==> config.mk <==
export PLATFORM = sky130hd
export DESIGN_NAME = ist_trig_fetch_engine
export DESIGN_NICKNAME = d
export VERILOG_FILES = /design/src/rtl/ist_trig_fetch_engine.sv
export SDC_FILE = /design/constraint.sdc
export NUM_CORES = 1
export LEC_CHECK = 0
export BUFFER_PORTS_ARGS = -buffer_cell sky130_fd_sc_hd__buf_2
export CAP_MARGIN = 20
export CORE_MARGIN = 5
export CORE_UTILIZATION = 40
export CTS_CLUSTER_DIAMETER = 60
export DETAILED_ROUTE_END_ITERATION = 10
export PLACE_DENSITY = 0.76
export SLEW_MARGIN = 30
export SYNTH_ARGS = -nofsm -noshare
export SYNTH_HDL_FRONTEND = slang
export SYNTH_SLANG_ARGS = --single-unit
==> constraint.sdc <==
create_clock -name clk -period 2.6 [get_ports clk]
set_clock_uncertainty 0.15 [all_clocks]
set_input_delay 0.26 -clock clk [delete_from_list [all_inputs] [get_ports clk]]
set_output_delay 0.26 -clock clk [all_outputs]
set_load 0.005 [all_outputs]
==> src/rtl/ist_trig_fetch_engine.sv <==
// IST triangle fetch engine: pops intersection-test requests, streams the requested
// triangles from a fixed-latency memory into the per-child trig SRAM, then responds.
module ist_trig_fetch_engine #(
  parameter int RID_WIDTH       = 8,
  parameter int TID_WIDTH       = 4,
  parameter int CID_WIDTH       = 3,
  parameter int NT_WIDTH        = 3,
  parameter int CHILD_IDX_WIDTH = 12,
  parameter int TRIG_WIDTH      = 32,
  parameter int MEM_LAT         = 3
) (
  input  logic                                          clk,
  input  logic                                          rst,
  input  logic                                          ist_mem_req_stream_empty_n,
  output logic                                          ist_mem_req_stream_read,
  input  logic [CHILD_IDX_WIDTH+NT_WIDTH+RID_WIDTH-1:0] ist_mem_req_stream_dout,
  input  logic                                          ist_mem_resp_stream_full_n,
  output logic                                          ist_mem_resp_stream_write,
  output logic [RID_WIDTH-1:0]                          ist_mem_resp_stream_din,
  output logic                                          mem_rd_en,
  output logic [CHILD_IDX_WIDTH-1:0]                    mem_rd_addr,
  input  logic [TRIG_WIDTH-1:0]                         mem_rd_data,
  output logic                                          trig_sram_we,
  output logic [NT_WIDTH+CID_WIDTH-1:0]                 trig_sram_addr,
  output logic [TRIG_WIDTH-1:0]                         trig_sram_wdata,
  output logic                                          busy,
  output logic                                          err_zero
);

  typedef enum logic [1:0] {IDLE, ISSUE, DRAIN, RESP} state_t;

  localparam logic [NT_WIDTH:0] CNT_ONE = 1;

  state_t                      r_state;
  state_t                      w_nextState;
  logic [RID_WIDTH-1:0]        r_rid;
  logic [NT_WIDTH-1:0]         r_n;
  logic [CHILD_IDX_WIDTH-1:0]  r_base;
  logic [CID_WIDTH-1:0]        r_cid;
  logic [NT_WIDTH:0]           r_issueCnt;
  logic [NT_WIDTH:0]           r_retCnt;
  logic                        r_vldPipe  [MEM_LAT];
  logic [NT_WIDTH-1:0]         r_slotPipe [MEM_LAT];
  logic                        r_errZero;

  logic [RID_WIDTH-1:0]        w_reqRid;
  logic [NT_WIDTH-1:0]         w_reqN;
  logic [CHILD_IDX_WIDTH-1:0]  w_reqIdx;
  logic [NT_WIDTH:0]           w_nExt;
  logic                        w_pop;
  logic                        w_respWr;
  logic                        w_issue;
  logic                        w_ret;
  logic                        w_lastIssue;
  logic                        w_lastRet;

  assign w_reqRid    = ist_mem_req_stream_dout[RID_WIDTH-1:0];
  assign w_reqN      = ist_mem_req_stream_dout[RID_WIDTH +: NT_WIDTH];
  assign w_reqIdx    = ist_mem_req_stream_dout[RID_WIDTH+NT_WIDTH +: CHILD_IDX_WIDTH];
  assign w_nExt      = {1'b0, r_n};

  // Handshakes are masked during reset so nothing is popped, pushed or written then.
  assign w_pop       = (r_state == IDLE) && ist_mem_req_stream_empty_n && !rst;
  assign w_respWr    = (r_state == RESP) && ist_mem_resp_stream_full_n && !rst;
  assign w_issue     = (r_state == ISSUE) && !rst;
  assign w_ret       = r_vldPipe[MEM_LAT-1] && ((r_state == ISSUE) || (r_state == DRAIN)) && !rst;
  assign w_lastIssue = (r_issueCnt + CNT_ONE) == w_nExt;
  assign w_lastRet   = (r_retCnt + CNT_ONE) == w_nExt;

  always_ff @(posedge clk) begin
    if (rst) begin
      r_state <= IDLE;
    end else begin
      r_state <= w_nextState;
    end
  end

  always_comb begin
    w_nextState = r_state;
    case (r_state)
      IDLE:    if (w_pop) w_nextState = (w_reqN == '0) ? RESP : ISSUE;
      ISSUE:   if (w_lastIssue) w_nextState = DRAIN;
      DRAIN:   if (w_ret && w_lastRet) w_nextState = RESP;
      RESP:    if (w_respWr) w_nextState = IDLE;
      default: w_nextState = IDLE;
    endcase
  end

  // The valid/slot pipeline mirrors the memory latency; its tail lines up with mem_rd_data.
  always_ff @(posedge clk) begin
    if (rst) begin
      r_rid      <= '0;
      r_n        <= '0;
      r_base     <= '0;
      r_cid      <= '0;
      r_issueCnt <= '0;
      r_retCnt   <= '0;
      r_errZero  <= 1'b0;
      for (int k = 0; k < MEM_LAT; k++) begin
        r_vldPipe[k]  <= 1'b0;
        r_slotPipe[k] <= '0;
      end
    end else begin
      if (w_pop) begin
        r_rid      <= w_reqRid;
        r_n        <= w_reqN;
        r_base     <= w_reqIdx;
        r_cid      <= w_reqRid[TID_WIDTH +: CID_WIDTH];
        r_issueCnt <= '0;
        r_retCnt   <= '0;
        if (w_reqN == '0) r_errZero <= 1'b1;
      end
      if (w_issue) r_issueCnt <= r_issueCnt + CNT_ONE;
      if (w_ret) r_retCnt <= r_retCnt + CNT_ONE;
      for (int k = MEM_LAT - 1; k > 0; k--) begin
        r_vldPipe[k]  <= r_vldPipe[k-1];
        r_slotPipe[k] <= r_slotPipe[k-1];
      end
      r_vldPipe[0]  <= w_issue;
      r_slotPipe[0] <= r_issueCnt[NT_WIDTH-1:0];
    end
  end

  always_comb begin
    ist_mem_req_stream_read   = w_pop;
    ist_mem_resp_stream_write = w_respWr;
    ist_mem_resp_stream_din   = (r_state == RESP) ? r_rid : '0;
    mem_rd_en                 = w_issue;
    mem_rd_addr               = '0;
    trig_sram_we              = w_ret;
    trig_sram_addr            = '0;
    trig_sram_wdata           = '0;
    busy                      = (r_state != IDLE);
    err_zero                  = r_errZero;
    if (w_issue) mem_rd_addr = r_base + CHILD_IDX_WIDTH'(r_issueCnt);
    if (w_ret) begin
      trig_sram_addr  = {r_slotPipe[MEM_LAT-1], r_cid};
      trig_sram_wdata = mem_rd_data;
    end
  end

endmodule

# == Yosys cells after proc, flatten, opt, wreduce, memory -nomap -nowiden ==
# Memory sizes are Yosys's and may differ from the RTL's.
# Cells that the tools add are included.
# op_classes
add_sub_neg,3
bitwise,6
n_eq_ne,9
reduce_logical,17
mux,22
# ops
cell,count
$mux 32,1
$add 12x4->12,1
$mux 12,1
$mux 4,3
$mux 2,5
$mux 3,3
$add 4x1->4 const B,2
$eq 4x3->1,2
$logic_and 1x1->1,8
$mux 8,1
$pmux 2 s4,1
$mux 1,6
$mux 6,1
$ne 2x2->1 const B,3
$or 1x1->1,6
$reduce_bool 2->1,3
$eq 2x2->1 const B,2
$reduce_and 4->1,1
$logic_not 3->1,1
$eq 2x1->1 const B,1
$logic_not 2->1,1
$ne 2x1->1 const B,1
$reduce_and 2->1,1
$logic_not 1->1,1
$logic_or 1x1->1,1
# word_totals
wordCells,67
in_bits,59
ram_bits,12
reg_bits,37
memories,2
out_inout_bits,64
# memory_table
memory,depth,word_bits,rd,rd_ports_with_merged_regs,write_ports,line_no,source
r_slotPipe,3,3,3,0,3,43,logic [NT_WIDTH-1:0] r_slotPipe [MEM_LAT];
r_vldPipe,3,1,3,0,3,42,logic r_vldPipe [MEM_LAT];

# == Longest topological paths before layout ==
# Gate-level depths: netlist (run 1).
# logic_depth
word_depth,7
ltp_mapped,8
depth_no_buf,7

# == Worst setup path after synthesis (run 1) ==
# No wires, ideal clock.
# synth_timing
path_kind,reg-to-output
startpoint,register r_base[0]
endpoint,output mem_rd_addr[10]
stages_incl_launch_ff,8
path_buffers,0
setup_slack_ns,0.516
required_ns,2.190
arrival_ns,1.674
path_cell_list,dfxtp_1 ha_1 fa_1 a21o_1 a21oi_1 nor3b_1 xnor2_1 nor2_1
# synth_via
elab_chain_cells,2
# synth_rtl
item,line_no,source
from (decl),38,logic [CHILD_IDX_WIDTH-1:0] r_base;
from (signal assigned),107,r_base <= w_reqIdx;
$add 12x4->12,135,if (w_issue) mem_rd_addr = r_base + CHILD_IDX_WIDTH'(r_issueCnt);
$mux 12,135,
to (decl),21,"output logic [CHILD_IDX_WIDTH-1:0] mem_rd_addr,"
# Every way passes these cells.

# == Worst setup path after layout (run 1) ==
# layout_timing
startpoint,register r_issueCnt[1]
endpoint,output mem_rd_addr[5]
# layout_via
elab_chain_cells,2
# layout_rtl
item,line_no,source
from (decl),40,logic [NT_WIDTH:0] r_issueCnt;
from (signal assigned),113,if (w_issue) r_issueCnt <= r_issueCnt + CNT_ONE;
$add 12x4->12,135,
$mux 12,135,
# Every way passes these cells.

==> out/summary.txt, run 1 <==
Pwr Total: 2109 uW
die area: 7868 um2
final setup fails: 0
vias: 2418
Fin Setup TNS: 0 ns
Post-Syn Area per Cell: 8.123 um2
TritonCTS clock tree: built
crit end category: output port
Seq cells post-synth: 46
mapped cell area: 2477 um2
final slew viol count: 0
GPL Wtd Cong: 0.8057
initial detailed-routing violation count: 120
leakage: 0.001631 uW
Clock transition at path regs: 0.08 ns
Netlist cell types: 43
post-route ant nets: 0
maxcap violations: 0
f_max: 0.4113 GHz
GR Overflow Total: 0
initial antenna violation count: 0
Tmin final: 2.432 ns
status: complete, no violations
WHS Path Cells: 3
first-pass GRT wire length: 9949 um
commonest cells after routing, fill and taps aside: 122 x buf_2, 55 x nand2_1, 49 x and2_1, 45 x dfxtp_1, 31 x a21oi_1
setup ws final: 0.1684 ns
largest net degree at the start of global routing: 46
clk_lat worst skew: 0.29 ns
FILL cells: 564
CTS Buf Count: 5
FP Rows: 28
top_reg_cell synth: dfxtp_1
routed len/inst: 12.68 um
die width: 88.70 um
R2R Setup Slk: 0.55 ns
crit start category: register
R2R cell count: 7
most area-consuming cells after synthesis: dfxtp_1 37%, and2_1 12%, nand2_1 8.3%
Power Dens Cells: 645.2 nW/um2
clock sink total: 46
top-area cell type share of the netlist area: 37.17%
router iterations before antenna repair: 6
share of the yosys chip area belonging to registers: 37.17%
CP arrival: 2.02 ns
die height: 88.70 um
ys async rst share: 0%
drt drc: 0
r2r endpoint: r_retCnt[2]
worst hold path type: in -> reg
Post-synth EDFFs: 0
Fin. Hold Viols: 0
number of vias per cell: 4.865
hold endpoint: r_rid[0]
CP Max Fanout: 9
IO buf count: 122
Gate Count Post-Synth: 305
WP data required: 2.19 ns
CTS H-tree lvls: 2
period utilisation layout: 93.52%
Placed Area: 3134 um2
syn_nets: 376
pre-CTS WS: 0.2427 ns
Worst Setup Path Type: reg -> out
layout cells sized above 1: 35.07%
peak supply drop: 0.3266 mV
total track usage: 15.77%
IO Count: 123
vias in the first global route: 2291
largest area contributor in the netlist: dfxtp_1
commonest non-fill, non-tap cell in the layout: buf_2
core area: 5956 um2
clk root buf: clkbuf_8
starting density of the core: 41.60%
Routed WL: 6304 um
hold_buf cts: 0
Inserted Diodes: 0
Sequential Area: 922.1 um2
area grow syn2layout: 31.97%
final core occ: 54.90%
area of the multi-input gates: 1455 um2
Relative slew margins: 69.25%
worst slew pin tran: 0.4613 ns
r2r startpoint: r_state[0]
final instance area: 3269 um2
total number of yosys warnings: 0
post-DP HPWL: 4846 um
Post-layout nets: 492
clock buffer depth: 2
Worst Min Path Start: ist_mem_req_stream_dout[0]
synth_stat cells, types with 2 or more instances:
master,number
a21o_1,3
a21oi_1,33
a22o_1,2
a31oi_1,2
and2_1,49
and4_1,2
buf_6,2
clkbuf_1,15
dfxtp_1,46
ha_1,11
inv_1,7
nand2_1,55
nand3_1,2
nand4_1,2
nor2_1,10
nor2b_1,12
nor3_1,3
o21ai_0,11
or3_1,5
xnor2_1,9
xor2_1,2
cell type report:
cell class / instances / share of cell area, %
Inverter: 7 / 0.8037
Clock buffer: 5 / 2.105
Tap cell: 75 / 2.870
Sequential cell: 46 / 28.21
Multi-Input combinational cell: 232 / 44.51
Timing Repair Buffer: 129 / 20.28
Clock inverter: 3 / 1.225
registers in the layout, summed over array words and instances, names as in the netlist:
| register | count |
|---|---|
| r_slotPipe | 9 |
| r_vldPipe | 3 |
| r_base | 12 |
| r_issueCnt | 4 |
| r_state | 2 |
| err_zero | 1 |
| r_n | 3 |
| r_retCnt | 4 |
| r_rid | 8 |
worst max-delay path by stage:
stage | slack, ns | endpoint | startpoint
floorplan | 0.52 | mem_rd_addr[10] | r_base[0]
global placement | 0.32 | mem_rd_addr[10] | r_base[0]
detailed placement | 0.24 | mem_rd_addr[10] | r_base[0]
CTS | 0.02 | mem_rd_addr[10] | r_base[0]
global route | -0.02 | mem_rd_addr[5] | r_issueCnt[1]
finish | 0.17 | mem_rd_addr[5] | r_issueCnt[1]
through the flow:
step           cells  hold WS, ns
6_report         497      0.04220
5_1_grt          497      0.03505
4_1_cts          496      0.03462
3_5_place_dp     488       0.2756
3_3_place_gp     488       0.2672
2_1_floorplan    305       0.2460
power breakdown:
part / internal, uW / switching (uW)
combinational: 299 / 422
sequential: 801 / 71.0
clock: 283 / 233
routing by layer:
layer | vias up | share of wire [%] | GRT usage (%)
met4 | 0 | 1.6 | 5.357
li1 | 1229 | - | -
met2 | 110 | 47 | 28.34
met3 | 10 | 13 | 4.655
met1 | 1069 | 39 | 17.65
met5 | - | 0 | 0
kinds of logic (layout without fill, tap and decap cells):
| family | Yosys count | in the layout | share of synthesized area [%] |
|---|---|---|---|
| compound gates | 59 | 59 | 14.50 |
| buf+inv | 27 | 144 | 4.797 |
| fa+ha+maj | 12 | 12 | 6.364 |
| mux | 2 | 2 | 0.8586 |
| simple gates | 146 | 146 | 30.86 |
| flops | 46 | 46 | 37.17 |
| xor+xnor | 13 | 13 | 5.455 |
worst max-delay path: stages, from the launching register on:
cell     delay, ns
dfxtp_2       0.43
ha_1          0.26
a21o_1        0.15
a21o_1        0.20
a21oi_2       0.26
o21ai_0       0.13
a21oi_1       0.16
buf_2         0.14
timing repair:
action                                  CTS  global route
resized for setup                         2             3
pin swaps                                 0             2
buffers inserted                          0             1
endpoints found under the setup margin    7             6
gates cloned                              0             0
Power figures use the tool's default switching activity.
==> run 2, diff against run 1 <==
--- a/config.mk
+++ b/config.mk
@@ -12,6 +12,7 @@
 export CTS_CLUSTER_DIAMETER = 60
 export DETAILED_ROUTE_END_ITERATION = 10
 export PLACE_DENSITY = 0.76
+export RECOVER_POWER = 50
 export SLEW_MARGIN = 30
 export SYNTH_ARGS = -nofsm -noshare
 export SYNTH_HDL_FRONTEND = slang
==> run 2 against run 1 <==
  * Final area fell by 0.50%
  * Total power shrank 0.84%
  * Global-route usage did not move
  * Final cell count stayed put
  * Critical endpoint unchanged
  * Highest routed layer unchanged
==> out/summary.txt, run 2 (synthesis results as in run 1) <==
status: complete, no violations
commonest cells after routing, fill and taps aside: 118 x buf_2, 55 x nand2_1, 45 x dfxtp_1, 44 x and2_1, 32 x a21oi_1
number of vias per cell: 4.841 (-0.50%)
Clock transition at path regs: 0.08 ns (about the same)
vias in the first global route: 2291 (unchanged)
die width: 88.70 um (unchanged)
GR Overflow Total: 0 (unchanged)
crit path from: r_issueCnt[1]
final slew viol count: 0 (unchanged)
area grow syn2layout: 31.31%
worst path cell trace: ha_1 -> a21o_1 -> a21o_1 -> a21oi_2 -> o21ai_0 -> a21oi_1 -> buf_2
Biggest register: r_base
Routed WL: 6310 um (about the same)
drt drc: 0 (unchanged)
final instance area: 3253 um2 (-0.50%)
cell mode on critical path: a21o_1
WP data required: 2.19 ns (about the same)
Fin. Hold Viols: 0 (unchanged)
period utilisation layout: 93.52% (about the same)
setup ws final: 0.1684 ns (+0.000001000 ns)
crit end category: output port
largest registers: r_base x12, r_slotPipe x9, r_rid x8
Inserted Diodes: 0 (unchanged)
starting density of the core: 41.60% (unchanged)
CP max stage delay: 0.43 ns (about the same)
leakage: 0.001609 uW (-1.3%)
core area: 5956 um2 (unchanged)
Worst Min Path Start: ist_mem_req_stream_dout[0]
Post-layout nets: 492 (unchanged)
router iterations before antenna repair: 4 (-2)
routed len/inst: 12.70 um (about the same)
total track usage: 15.77% (unchanged)
clk_lat worst skew: 0.29 ns (about the same)
maxcap violations: 0 (unchanged)
CTS Buf Count: 5 (unchanged)
Relative slew margins: 11.62% (-58 points)
initial antenna violation count: 0 (unchanged)
Fin Setup TNS: 0 ns (unchanged)
post-route ant nets: 0 (unchanged)
first-pass GRT wire length: 9949 um (unchanged)
Pwr Total: 2092 uW (-0.84%)
largest net degree at the start of global routing: 46 (unchanged)
Crit path max-delay family: compound AO/OA/AOI/OAI gates
commonest non-fill, non-tap cell in the layout: buf_2
clock sink total: 46 (unchanged)
worst slew pin tran: 1.326 ns (+0.8644 ns)
vias: 2406 (-0.50%)
Final Hold Slack: 0.04150 ns (-0.0006993 ns)
Buf+Inv Stages, Crit Path: 1 (unchanged)
CP arrival: 2.02 ns (about the same)
Worst Setup Path Type: reg -> out
TritonCTS clock tree: built
IO buf count: 122 (unchanged)
pre-CTS WS: 0.2427 ns (unchanged)
initial detailed-routing violation count: 99 (-18%)
peak supply drop: 0.3266 mV (about the same)
CP Max Fanout: 9 (unchanged)
die area: 7868 um2 (unchanged)
Power Dens Cells: 642.9 nW/um2 (-0.35%)
crit start category: register
die height: 88.70 um (unchanged)
clk root buf: clkbuf_8
FP Rows: 28 (unchanged)
GPL Wtd Cong: 0.8057 (unchanged)
final setup fails: 0 (unchanged)
max reg flops: 12 (unchanged)
Placed Area: 3134 um2 (unchanged)
f_max: 0.4113 GHz (unchanged)
clock buffer depth: 2 (unchanged)
Critical-path top delay cell: dfxtp_2
r2r startpoint: r_state[0]
CTS H-tree lvls: 2 (unchanged)
worst hold path type: in -> reg
Tmin final: 2.432 ns (-0.000001000 ns)
post-DP HPWL: 4846 um (unchanged)
layout cells sized above 1: 33.89% (-1.2 points)
IO Count: 123 (unchanged)
==> run 2: changes by cell type in the layout (fill, tap and decap cells not counted), sizes merged <==
cell    delta
buf        -7
clkbuf     +7
==> run 2: cell type report <==
class / count / area (um2)
Clock inverter: 3 / 40.04
Timing Repair Buffer: 129 / 650.6
Fill cell: 569 / 2703
Tap cell: 75 / 93.84
Clock buffer: 5 / 68.82
Sequential cell: 46 / 922.1
Multi-Input combinational cell: 232 / 1451
Inverter: 7 / 26.28
==> run 2: repair_timing <==
action | in CTS | in global routing
hold buffers | 0 | 0
buffers inserted | 0 | 1
setup endpoints to repair | 7 | 6
pin swaps | 0 | 2
resized for setup | 2 | 3
==> run 2: per-layer routing <==
metal  vias up  part of all wire [%]  GRT usage (%)
met5         -                     0              0
met4         0                   1.6          5.357
met3        10                    12          4.655
met2       106                    47          28.34
met1      1062                    39          17.65
li1       1228                     -              -
==> run 2: worst paths after layout <==
kind | end | slack [ns] | cells past startpoint
max reg2reg | r_retCnt[2] | 0.41 | 6
max | mem_rd_addr[5] | 0.17 | 7
min reg2reg | r_slotPipe[0][8] | 0.29 | 1
min | r_rid[0] | 0.04 | 3
==> run 2: power by group <==
| group | switching [uW] | internal [uW] | total (uW) | leakage [uW] |
|---|---|---|---|---|
| clock network | 233 | 283 | 516 | 0.0000579 |
| registers | 71.1 | 802 | 873 | 0.000375 |
| logic | 421 | 282 | 702 | 0.00118 |
==> run 2: through the flow <==
stage / cells / util [%]
6_report: 497 / 54.62
5_1_grt: 497 / 54.62
4_1_cts: 496 / 54.58
3_5_place_dp: 488 / 52.63
3_3_place_gp: 488 / 52.63
2_1_floorplan: 305 / -
==> run 2: worst reg2reg max path, stage by stage (launching register included) <==
cell and delay, ns:
dfxtp_1 0.37, inv_1 0.11, ha_1 0.25, nand2_1 0.28, clkbuf_1 0.57, o211ai_1 0.20
a21oi_1 0.18
==> run 3, diff against run 2 <==
--- a/config.mk
+++ b/config.mk
@@ -13,6 +13,7 @@
 export DETAILED_ROUTE_END_ITERATION = 10
 export PLACE_DENSITY = 0.76
 export RECOVER_POWER = 50
+export SETUP_SLACK_MARGIN = 0.5
 export SLEW_MARGIN = 30
 export SYNTH_ARGS = -nofsm -noshare
 export SYNTH_HDL_FRONTEND = slang
==> run 3 against run 2 <==
  * Wire length is 40% higher
  * Worst hold slack hardly changed
  * Register-to-register slack worse by 0.14 ns
  * Critical path depth is 1 higher
  * Utilization is 13 points higher
  * Critical endpoint is now trig_sram_wdata[26]
==> out/summary.txt, run 3 (synthesis results as in run 1) <==
status: complete, no violations
leakage: 0.001847 uW (+15%)
GR Overflow Total: 0 (unchanged)
maxcap violations: 0 (unchanged)
Inserted Diodes: 0 (unchanged)
router iterations before antenna repair: 4 (unchanged)
largest net degree at the start of global routing: 32 (-30%)
largest registers: r_base x12, r_slotPipe x9, r_rid x8
Final Hold Slack: 0.04183 ns (+0.0003267 ns)
TritonCTS clock tree: built
die height: 88.70 um (unchanged)
post-DP HPWL: 4846 um (unchanged)
r2r startpoint: r_state[0]
clock buffer depth: 2 (unchanged)
FP Rows: 28 (unchanged)
Relative slew margins: 9.647% (-2.0 points)
drt drc: 0 (unchanged)
core area: 5956 um2 (unchanged)
vias: 2641 (+9.8%)
routed len/inst: 17.03 um (+34%)
post-route ant nets: 0 (unchanged)
first-pass GRT wire length: 11870 um (+19%)
Worst Setup Path Type: reg -> out
WHS Path Cells: 3 (unchanged)
period utilisation layout: 92.92% (-0.61 points)
crit end category: output port
R2R Setup Slk: 0.27 ns (-0.14 ns)
worst hold path type: in -> reg
clk root buf: clkbuf_8
CTS H-tree lvls: 2 (unchanged)
clock sink total: 46 (unchanged)
Clock transition at path regs: 0.08 ns (about the same)
RSZ-0062 raised after global routing: true
WP data required: 2.19 ns (about the same)
commonest cells after routing, fill and taps aside: 84 x buf_2, 55 x nand2_1, 41 x dfxtp_1, 41 x buf_6, 37 x and2_4
CTS Buf Count: 5 (unchanged)
worst slew pin tran: 1.355 ns (+0.02960 ns)
Fin Setup TNS: 0 ns (unchanged)
R2R cell count: 6 (unchanged)
Routed WL: 8838 um (+40%)
Biggest register: r_base
IO Count: 123 (unchanged)
final slew viol count: 0 (unchanged)
IO buf count: 122 (unchanged)
die width: 88.70 um (unchanged)
hold endpoint: r_rid[0]
initial detailed-routing violation count: 151 (+53%)
crit start category: register
peak supply drop: 0.3376 mV (+3.3%)
total track usage: 19.13% (+3.4 points)
hold_buf cts: 0 (unchanged)
CP Max Fanout: 6 (-3)
die area: 7868 um2 (unchanged)
CP arrival: 2.01 ns (about the same)
layout cells sized above 1: 49.55% (+16 points)
Post-layout nets: 514 (+4.5%)
number of vias per cell: 5.089 (+5.1%)
area grow syn2layout: 62.12%
Fin. Hold Viols: 0 (unchanged)
initial antenna violation count: 0 (unchanged)
clk_lat worst skew: 0.29 ns (about the same)
vias in the first global route: 2531 (+10%)
Tmin final: 2.416 ns (-0.01577 ns)
Power Dens Cells: 581.8 nW/um2 (-9.5%)
final setup fails: 0 (unchanged)
Worst Min Path Start: ist_mem_req_stream_dout[0]
r2r endpoint: r_rid[6]
commonest non-fill, non-tap cell in the layout: buf_2
f_max: 0.4139 GHz (+0.65%)
starting density of the core: 41.60% (unchanged)
GPL Wtd Cong: 0.8057 (unchanged)
max reg flops: 12 (unchanged)
[run 3: changes by cell type in the layout (fill, tap and decap cells not counted), sizes merged]
cell / previous run / this run
clkbuf: 12 / 10
buf: 122 / 146
[run 3: stage by stage]
stage	cell area [um2]	util [%]	setup slack (ns)	power [uW]	instances
after floorplan	2477	-	0.5159	1382	305
after global placement	3134	52.63	0.3239	1584	488
after CTS	3765	63.21	0.2068	2256	516
final	4016	67.44	0.1842	2337	519
after detailed placement	3134	52.63	0.2427	1602	488
after global routing	4016	67.44	0.1086	2482	519
[run 3: final cells by class]
class / count / area [um2]
clock buffers: 5 / 68.82
clock inverters: 3 / 40.04
fillers: 467 / 1939
inverters: 7 / 31.28
multi-input cells: 232 / 1635
flip-flops and latches: 46 / 929.6
well taps: 75 / 93.84
repair buffers: 151 / 1217
[run 3: power breakdown]
| group | switching [uW] | total, uW | internal (uW) | leakage (uW) |
|---|---|---|---|---|
| Combinational | 528 | 924 | 396 | 0.00141 |
| Clock | 233 | 516 | 283 | 0.0000579 |
| Sequential | 92.9 | 897 | 804 | 0.000377 |
| Total | 854 | 2340 | 1480 | 0.00185 |
[run 3: worst max-delay path by stage]
stage / start / end
after global placement: r_base[0] / mem_rd_addr[10]
after detailed placement: r_base[0] / mem_rd_addr[10]
after CTS: r_base[0] / mem_rd_addr[10]
after global routing: r_issueCnt[1] / mem_rd_addr[11]
after floorplan: r_base[0] / mem_rd_addr[10]
final: r_state[0] / trig_sram_wdata[26]
[run 3: worst max-delay path: stages, from the launching register on]
cell and delay (ns):
dfxtp_1 0.44, inv_4 0.07, ha_4 0.26, and3b_1 0.20, clkbuf_1 0.24, buf_12 0.16, buf_16 0.11, and2_4 0.14
buf_6 0.09
[run 3: what timing repair did]
action                     CTS  global route
buffers inserted            14             3
gates resized for setup     59            66
pin swaps                   15            37
cloned                       6             0
setup endpoints to repair   50            54
[run 3: per-layer routing]
layer | up-vias | track usage [%] | wire (um)
met1 | 1191 | 20.99 | 3251
met5 | - | 0 | 0
met4 | 0 | 6.868 | 319
li1 | 1276 | - | -
met2 | 143 | 35.83 | 4485
met3 | 31 | 4.097 | 781
